--- config.mk ---
export PLATFORM = sky130hd
export DESIGN_NAME = instr_fetch_reader
export DESIGN_NICKNAME = d
export VERILOG_FILES = /design/src/rtl/instr_fetch_reader.sv
export SDC_FILE = /design/constraint.sdc
export NUM_CORES = 1
export LEC_CHECK = 0
export CAP_MARGIN = 40
export CELL_PAD_IN_SITES_DETAIL_PLACEMENT = 0
export CELL_PAD_IN_SITES_GLOBAL_PLACEMENT = 1
export CORE_UTILIZATION = 39
export DETAILED_ROUTE_END_ITERATION = 16
export MAX_ROUTING_LAYER = met4
export PLACE_DENSITY_LB_ADDON = 0.1
export SYNTH_ARGS = -nofsm -noshare
export SYNTH_HDL_FRONTEND = slang
export SYNTH_SLANG_ARGS = --single-unit
--- constraint.sdc ---
create_clock -name tb_clk -period 2.75 [get_ports tb_clk]
set_input_delay 0.825 -clock tb_clk [delete_from_list [all_inputs] [get_ports tb_clk]]
set_output_delay 0.825 -clock tb_clk [all_outputs]
set_load 0.05 [all_outputs]
--- src/rtl/instr_fetch_reader.sv ---
// instr_fetch_reader: byte-serial 16-bit little-endian instruction fetch with valid/ready output and flushing PC load
module instr_fetch_reader #(
    parameter logic [15:0] RESET_PC = 16'h0000
) (
    input  logic        tb_clk,
    input  logic        reset,
    output logic        mem_req,
    output logic [15:0] mem_addr,
    input  logic        mem_ack,
    input  logic [7:0]  mem_rdata,
    input  logic        pc_load,
    input  logic [15:0] pc_load_addr,
    output logic [15:0] instr_out,
    output logic [15:0] instr_pc,
    output logic        instr_valid,
    input  logic        instr_ready,
    output logic [7:0]  fetch_count
);
    typedef enum logic [1:0] {FETCH_LO, FETCH_HI, HOLD} state_t;

    localparam logic [15:0] START_PC = {RESET_PC[15:1], 1'b0};

    state_t      r_state;
    logic [15:0] r_fetch_pc;
    logic [7:0]  r_lo;
    logic        r_mem_req;
    logic [15:0] r_mem_addr;
    logic [15:0] r_instr_out;
    logic [15:0] r_instr_pc;
    logic        r_instr_valid;
    logic [7:0]  r_fetch_count;

    logic        w_xfer;
    logic        w_accept;
    logic [15:0] w_load_pc;

    assign w_xfer    = r_mem_req & mem_ack;
    assign w_accept  = r_instr_valid & instr_ready;
    assign w_load_pc = pc_load_addr & 16'hFFFE;

    // Fetch FSM: reset beats pc_load, pc_load beats any handshake completing on the same edge
    always_ff @(posedge tb_clk) begin
        if (reset) begin
            r_state       <= FETCH_LO;
            r_fetch_pc    <= START_PC;
            r_lo          <= 8'h00;
            r_mem_req     <= 1'b0;
            r_mem_addr    <= START_PC;
            r_instr_out   <= 16'h0000;
            r_instr_pc    <= 16'h0000;
            r_instr_valid <= 1'b0;
            r_fetch_count <= 8'h00;
        end else if (pc_load) begin
            r_state       <= FETCH_LO;
            r_fetch_pc    <= w_load_pc;
            r_mem_addr    <= w_load_pc;
            r_mem_req     <= 1'b1;
            r_instr_valid <= 1'b0;
        end else begin
            case (r_state)
                FETCH_LO: begin
                    r_mem_req <= 1'b1;
                    if (w_xfer) begin
                        r_lo       <= mem_rdata;
                        r_mem_addr <= r_fetch_pc + 16'd1;
                        r_state    <= FETCH_HI;
                    end
                end
                FETCH_HI: begin
                    if (w_xfer) begin
                        r_instr_out   <= {mem_rdata, r_lo};
                        r_instr_pc    <= r_fetch_pc;
                        r_instr_valid <= 1'b1;
                        r_mem_req     <= 1'b0;
                        r_fetch_pc    <= r_fetch_pc + 16'd2;
                        r_state       <= HOLD;
                    end
                end
                HOLD: begin
                    if (w_accept) begin
                        r_instr_valid <= 1'b0;
                        r_fetch_count <= r_fetch_count + 8'd1;
                        r_mem_req     <= 1'b1;
                        r_mem_addr    <= r_fetch_pc;
                        r_state       <= FETCH_LO;
                    end
                end
                default: r_state <= FETCH_LO;
            endcase
        end
    end

    assign mem_req     = r_mem_req;
    assign mem_addr    = r_mem_addr;
    assign instr_out   = r_instr_out;
    assign instr_pc    = r_instr_pc;
    assign instr_valid = r_instr_valid;
    assign fetch_count = r_fetch_count;
endmodule
Yosys cells after proc, flatten, opt, wreduce, memory -nomap -nowiden:

Cells that the tools add are included.

* multipliers: 0
* shift-type cells: 0
* div/mod/pow operators: 0
* reductions and logical operators: 18
* $add $sub $neg: 3
* muxes and demuxes: 18
* $lt $le $gt $ge: 0
* equal/unequal tests: 8
* bitwise logic cells: 3

Operators with widths (count)
* 16-bit two-way mux: 6
* 16-bit case mux with 2 select lines: 1
* 3-bit AND reduction: 8
* 16-bit by 1-bit adder with 16-bit output (second input constant): 1
* 16-bit by 2-bit adder with 16-bit output (second input constant): 1
* 3-bit inequality test (second input constant): 3
* 8-bit by 1-bit adder with 8-bit output (second input constant): 1
* 2-bit nonzero test: 4
* 2-bit two-way mux: 3
* 2-bit inequality test (second input constant): 3
* 2-bit case mux with 3 select lines: 1
* 1-bit two-way mux: 5
* 2-bit AND reduction: 2
* 4-bit nonzero test: 1
* 1-bit case mux with 3 select lines: 1
* 3-bit nonzero test: 1
* 1-bit bitwise AND: 2
* 2-bit by 1-bit equality test with 1-bit output (second input constant): 1
* 2-bit equality test (second input constant): 1
* 2-bit logical NOT: 1
* 1-bit case mux with 2 select lines: 1
* 2-bit OR reduction: 1
* 1-bit inverter: 1

* logic and storage cells: 61
* latch bits: 0
* ROM bits: 0
* output and inout bits: 58
* memories kept: 0
* bits in registers: 84
* bits in writable memories: 0

Depth between registers and ports, before layout:

* depth after elaboration: 4
* depth in mapped cells: 8

Least setup slack after synthesis:

Ideal clock, no wire load.

* kind: reg-to-reg
* start point: register r_mem_req, in the netlist mem_req
* end point: register r_mem_addr[10], in the netlist mem_addr[10]
* data arrival time: 1.660 ns
* cell stages (with the launch flop): 7
* path buffers: 2
* clock period less this slack: 1.782 ns
* slack: 0.968 ns
* path through: dfxtp_1 > nand2_2 > a211oi_2 > buf_4 > buf_6 > nand2_1 > o311a_1

* word-level cells in the longest chain between the ends: 3

Ends and longest elaborated chain
* start: declaration: RTL line 26 `logic r_mem_req;`
* start signal: assignment: RTL line 47 `r_mem_req <= 1'b0;`
* start signal: assignment: RTL line 57 `r_mem_req <= 1'b1;`
* start signal: assignment: RTL line 62 `r_mem_req <= 1'b1;`
* 1-bit bitwise AND: RTL line 37 `assign w_xfer = r_mem_req & mem_ack;`
* 3-bit inequality test (no source line)
* 3-bit AND reduction (no source line)
* end signal: assignment: RTL line 56 `r_mem_addr <= w_load_pc;`
* end signal: assignment: RTL line 65 `r_mem_addr <= r_fetch_pc + 16'd1;`
* end signal: assignment: RTL line 84 `r_mem_addr <= r_fetch_pc;`
* end: declaration: RTL line 27 `logic [15:0] r_mem_addr;`

Every way passes these cells.
A chain may end at the register's enable or synchronous reset.

Final worst setup path:

* start point: register r_instr_valid, in the netlist instr_valid
* end point: output port instr_valid

RTL lines
* start: declaration: RTL line 30 `logic r_instr_valid;`
* start signal: assignment: RTL line 51 `r_instr_valid <= 1'b0;`
* start signal: assignment: RTL line 58 `r_instr_valid <= 1'b0;`
* start signal: assignment: RTL line 73 `r_instr_valid <= 1'b1;`
* end: declaration: RTL line 15 `output logic instr_valid,`

No word-level cell between the ends.

==> run metrics <==
clock sink count=82; final clock skew=0.00817 ns; max_cap viols=0; vias in the first global route=3012; Antenna Cells=0; area fraction in compound gates after synthesis=0.185; # H-tree levels=3; CP max stage cell=clkdlybuf4s50_1; FMAX=404 MHz; RSZ-0062 raised after global routing=false; post-synthesis sequential area ratio=0.462; via count=3114; CP required=1.93 ns; yosys warns=0; DIE AREA=0.00949 sq mm; flops & latches, synth=82; WP buf/inv=1; largest net degree at the start of global routing=33; Post-CTS Setup Repair Bufs=0; cts repair resizes=0; mapped cell area=0.00355 sq mm; Skew-Pair Late Insertion Delay=0.35 ns; syn nets=464; xor/xnor share of the synthesized area=0.0469; Worst Path Max Fanout=7; DRC=0; post-DP HPWL=5740 microns; min-delay worst type=register to register; fin. max-slew vios=0; gr busiest metal=met2; Nets=545; Die H=97.4 microns; crit end category=primary output; Crit path max-delay family=buffers and inverters; Site Rows=34; initial antenna violation count=0; GRT Total Usage=0.189; Overflow after GRT=0; final total power=0.00251 W; M3 GR Usage=0.0410; Finish-stage setup viols=0; Worst setup SP type=register; Leak=1.70 nW; largest family of logic cells by synthesized area=simple AND/OR/NAND/NOR gates; CTS buffer count=9; crit-path max cell delay=0.85 ns; final WL=8370 microns; Hold Path End=instr_out[2]; share of cells above drive strength 1=0.0872; Detailed Routing Iterations Pass 1=4; distinct cell type count after synthesis=40; Slew Limit Headroom=0.571; Initial Utilization=0.405; ANT nets after route=0; filler cell count=838; die width=97.4 microns; flop-to-flop setup slack=0.88 ns; PwrDens=532 mW/mm^2; # port buffers=84; simple-gate share of the synthesized area=0.227; Avg Vias per Cell=4.99; reg2reg start=r_state[0]; CTS Buffer Depth=2; Period minus WS final=2.48 ns; status=finished clean; Hold Crit Start=r_lo[2]; starting DRC count in detailed routing=136; Tcrit/Tclk final=0.900; Crit path arrival time=1.65 ns; peak supply drop=0.348 mV; # IOs=87; core area=0.00876 sq mm; Synth Area in Adders=0.0176; RR Endpoint=instr_pc[10]; Final Wtd Congestion=0.785; Post-Syn Area per Cell=8.26 sq um; Worst-path clk slew=0.08 ns; critical path, cell by cell=clkdlybuf4s50_1; TritonCTS clock tree=built; Hold Fails Final Rpt=0; critical path class=register to primary output; clock root cell=clkbuf_8; Synth Instances=430; synth-to-layout area growth=32.7%; measured slew at the worst slew-check pin=0.644 ns; hold_buf cts=0; met1 Resource Use GR=0.227; multiplexer area fraction after synthesis=0.00282; Hold Path Stages=2; Final TNS setup=0 ns; reg2reg path depth=6; drt wl/cell=13.4 microns; first-pass GRT wire length=14200 microns; GR Layer Usage met2=0.315
-- synthesized netlist by cell type --
| library cell | number | area [sq um] |
|---|---|---|
| nand2_1 | 104 | 390 |
| dfxtp_1 | 82 | 1640 |
| a21oi_1 | 62 | 310 |
| nor2_1 | 24 | 90.1 |
| inv_1 | 22 | 82.6 |
| xnor2_1 | 17 | 149 |
| o311a_1 | 14 | 140 |
| clkbuf_1 | 12 | 45.0 |
| a21boi_1 | 11 | 82.6 |
| nand3_1 | 9 | 45.0 |
| o21ai_0 | 7 | 35.0 |
| buf_2 | 6 | 30.0 |
| nor3_1 | 6 | 30.0 |
| nor4_2 | 6 | 75.1 |
| a21boi_0 | 5 | 37.5 |
| buf_1 | 5 | 18.8 |
| ha_1 | 5 | 62.6 |
| nand4_1 | 4 | 25.0 |
| or3_1 | 3 | 18.8 |
| a21o_1 | 2 | 15.0 |
| and2_0 | 2 | 12.5 |
| buf_4 | 2 | 15.0 |
| nand4_2 | 2 | 25.0 |
| xor2_1 | 2 | 17.5 |
| a211oi_2 | 1 | 12.5 |
| a21boi_2 | 1 | 11.3 |
| a31oi_1 | 1 | 6.26 |
| and4b_1 | 1 | 10.0 |
| buf_6 | 1 | 11.3 |
| conb_1 | 1 | 3.75 |
| mux2i_1 | 1 | 10.0 |
| nand2_2 | 1 | 6.26 |
| nand2b_1 | 1 | 6.26 |
| nand3_2 | 1 | 10.0 |
| nand4_4 | 1 | 21.3 |
| nand4b_2 | 1 | 15.0 |
| nor3b_2 | 1 | 12.5 |
| nor4_1 | 1 | 6.26 |
| o31ai_1 | 1 | 7.51 |
| or2_2 | 1 | 6.26 |
-- layer usage --
layer	vias up	part of all wire
met3	5	0.037
met1	1433	0.46
met4	0	0.0079
met2	64	0.49
li1	1612	-
met5	-	0
-- area by class of cell --
cell class,count,area (sq um),area share
clock inverter,4,50.0,0.0106
sequential,82,1640,0.348
clock buffer,12,155,0.0329
multi-input combinational,300,1710,0.363
tap,108,135,0.0287
inverter,22,82.6,0.0175
timing repair buffer,96,938,0.199
-- cell families (layout without fill, tap and decap cells) --
family | Yosys count | in the layout
AOI/OAI and AO/OA | 105 | 105
xor gates and xnor gates | 19 | 19
adders and majority gates | 5 | 5
buffers and inverters | 48 | 134
DFF | 82 | 82
muxes | 1 | 1
other | 1 | 1
and+or+nand+nor | 169 | 169
-- metrics by stage --
step                hold slack (ns)  std cells  worst slack [ns]   util  instance area (sq um)
floorplan                     0.432        430             0.968      -                   3550
detailed placement            0.444        608             0.129  0.514                   4510
global route                  0.478        624             0.197  0.538                   4710
finish                        0.453        624             0.274  0.538                   4710
global placement              0.437        608             0.150  0.514                   4510
CTS                           0.456        624             0.246  0.538                   4710
-- state kept, by name, indices dropped and copies added (netlist names) --
name,count
r_fetch_pc,15
r_state,2
mem_req,1
fetch_count,8
instr_valid,1
instr_out,16
r_lo,8
mem_addr,16
instr_pc,15
-- worst max-delay path by stage --
stage / startpoint / end / slack (ns) / depth (start not counted)
global route: instr_valid / instr_valid / 0.20 / 1
floorplan: mem_req / mem_addr[10] / 0.97 / 6
CTS: instr_valid / instr_valid / 0.25 / 1
finish: instr_valid / instr_valid / 0.27 / 1
detailed placement: mem_ack / instr_pc[10] / 0.13 / 6
global placement: mem_ack / instr_pc[9] / 0.15 / 6
-- where the power goes --
group          internal, W  switching (W)  leakage [nW]
logic             0.000138       0.000196         0.930
clock network     0.000468       0.000430        0.0986
registers          0.00123      0.0000429         0.670
-- cells in the final DEF, fill, tap and decap left out, types with 2 or more instances in the layout --
master             n
o21ai_0            7
nor2_1            23
a21o_1             2
clkdlybuf4s50_1   83
nor3_1             6
nor4_2             6
a21oi_1           62
dfxtp_1           82
a21boi_1          11
nand2_1          104
xor2_1             2
a21boi_0           5
inv_1             22
clkinvlp_4         2
or3_1              3
nand3_1            9
o311a_1           14
and2_0             2
nand4_1            4
clkbuf_8          11
xnor2_1           17
nand4_2            2
ha_1               5
buf_4             11
Power figures use the tool's default switching activity.
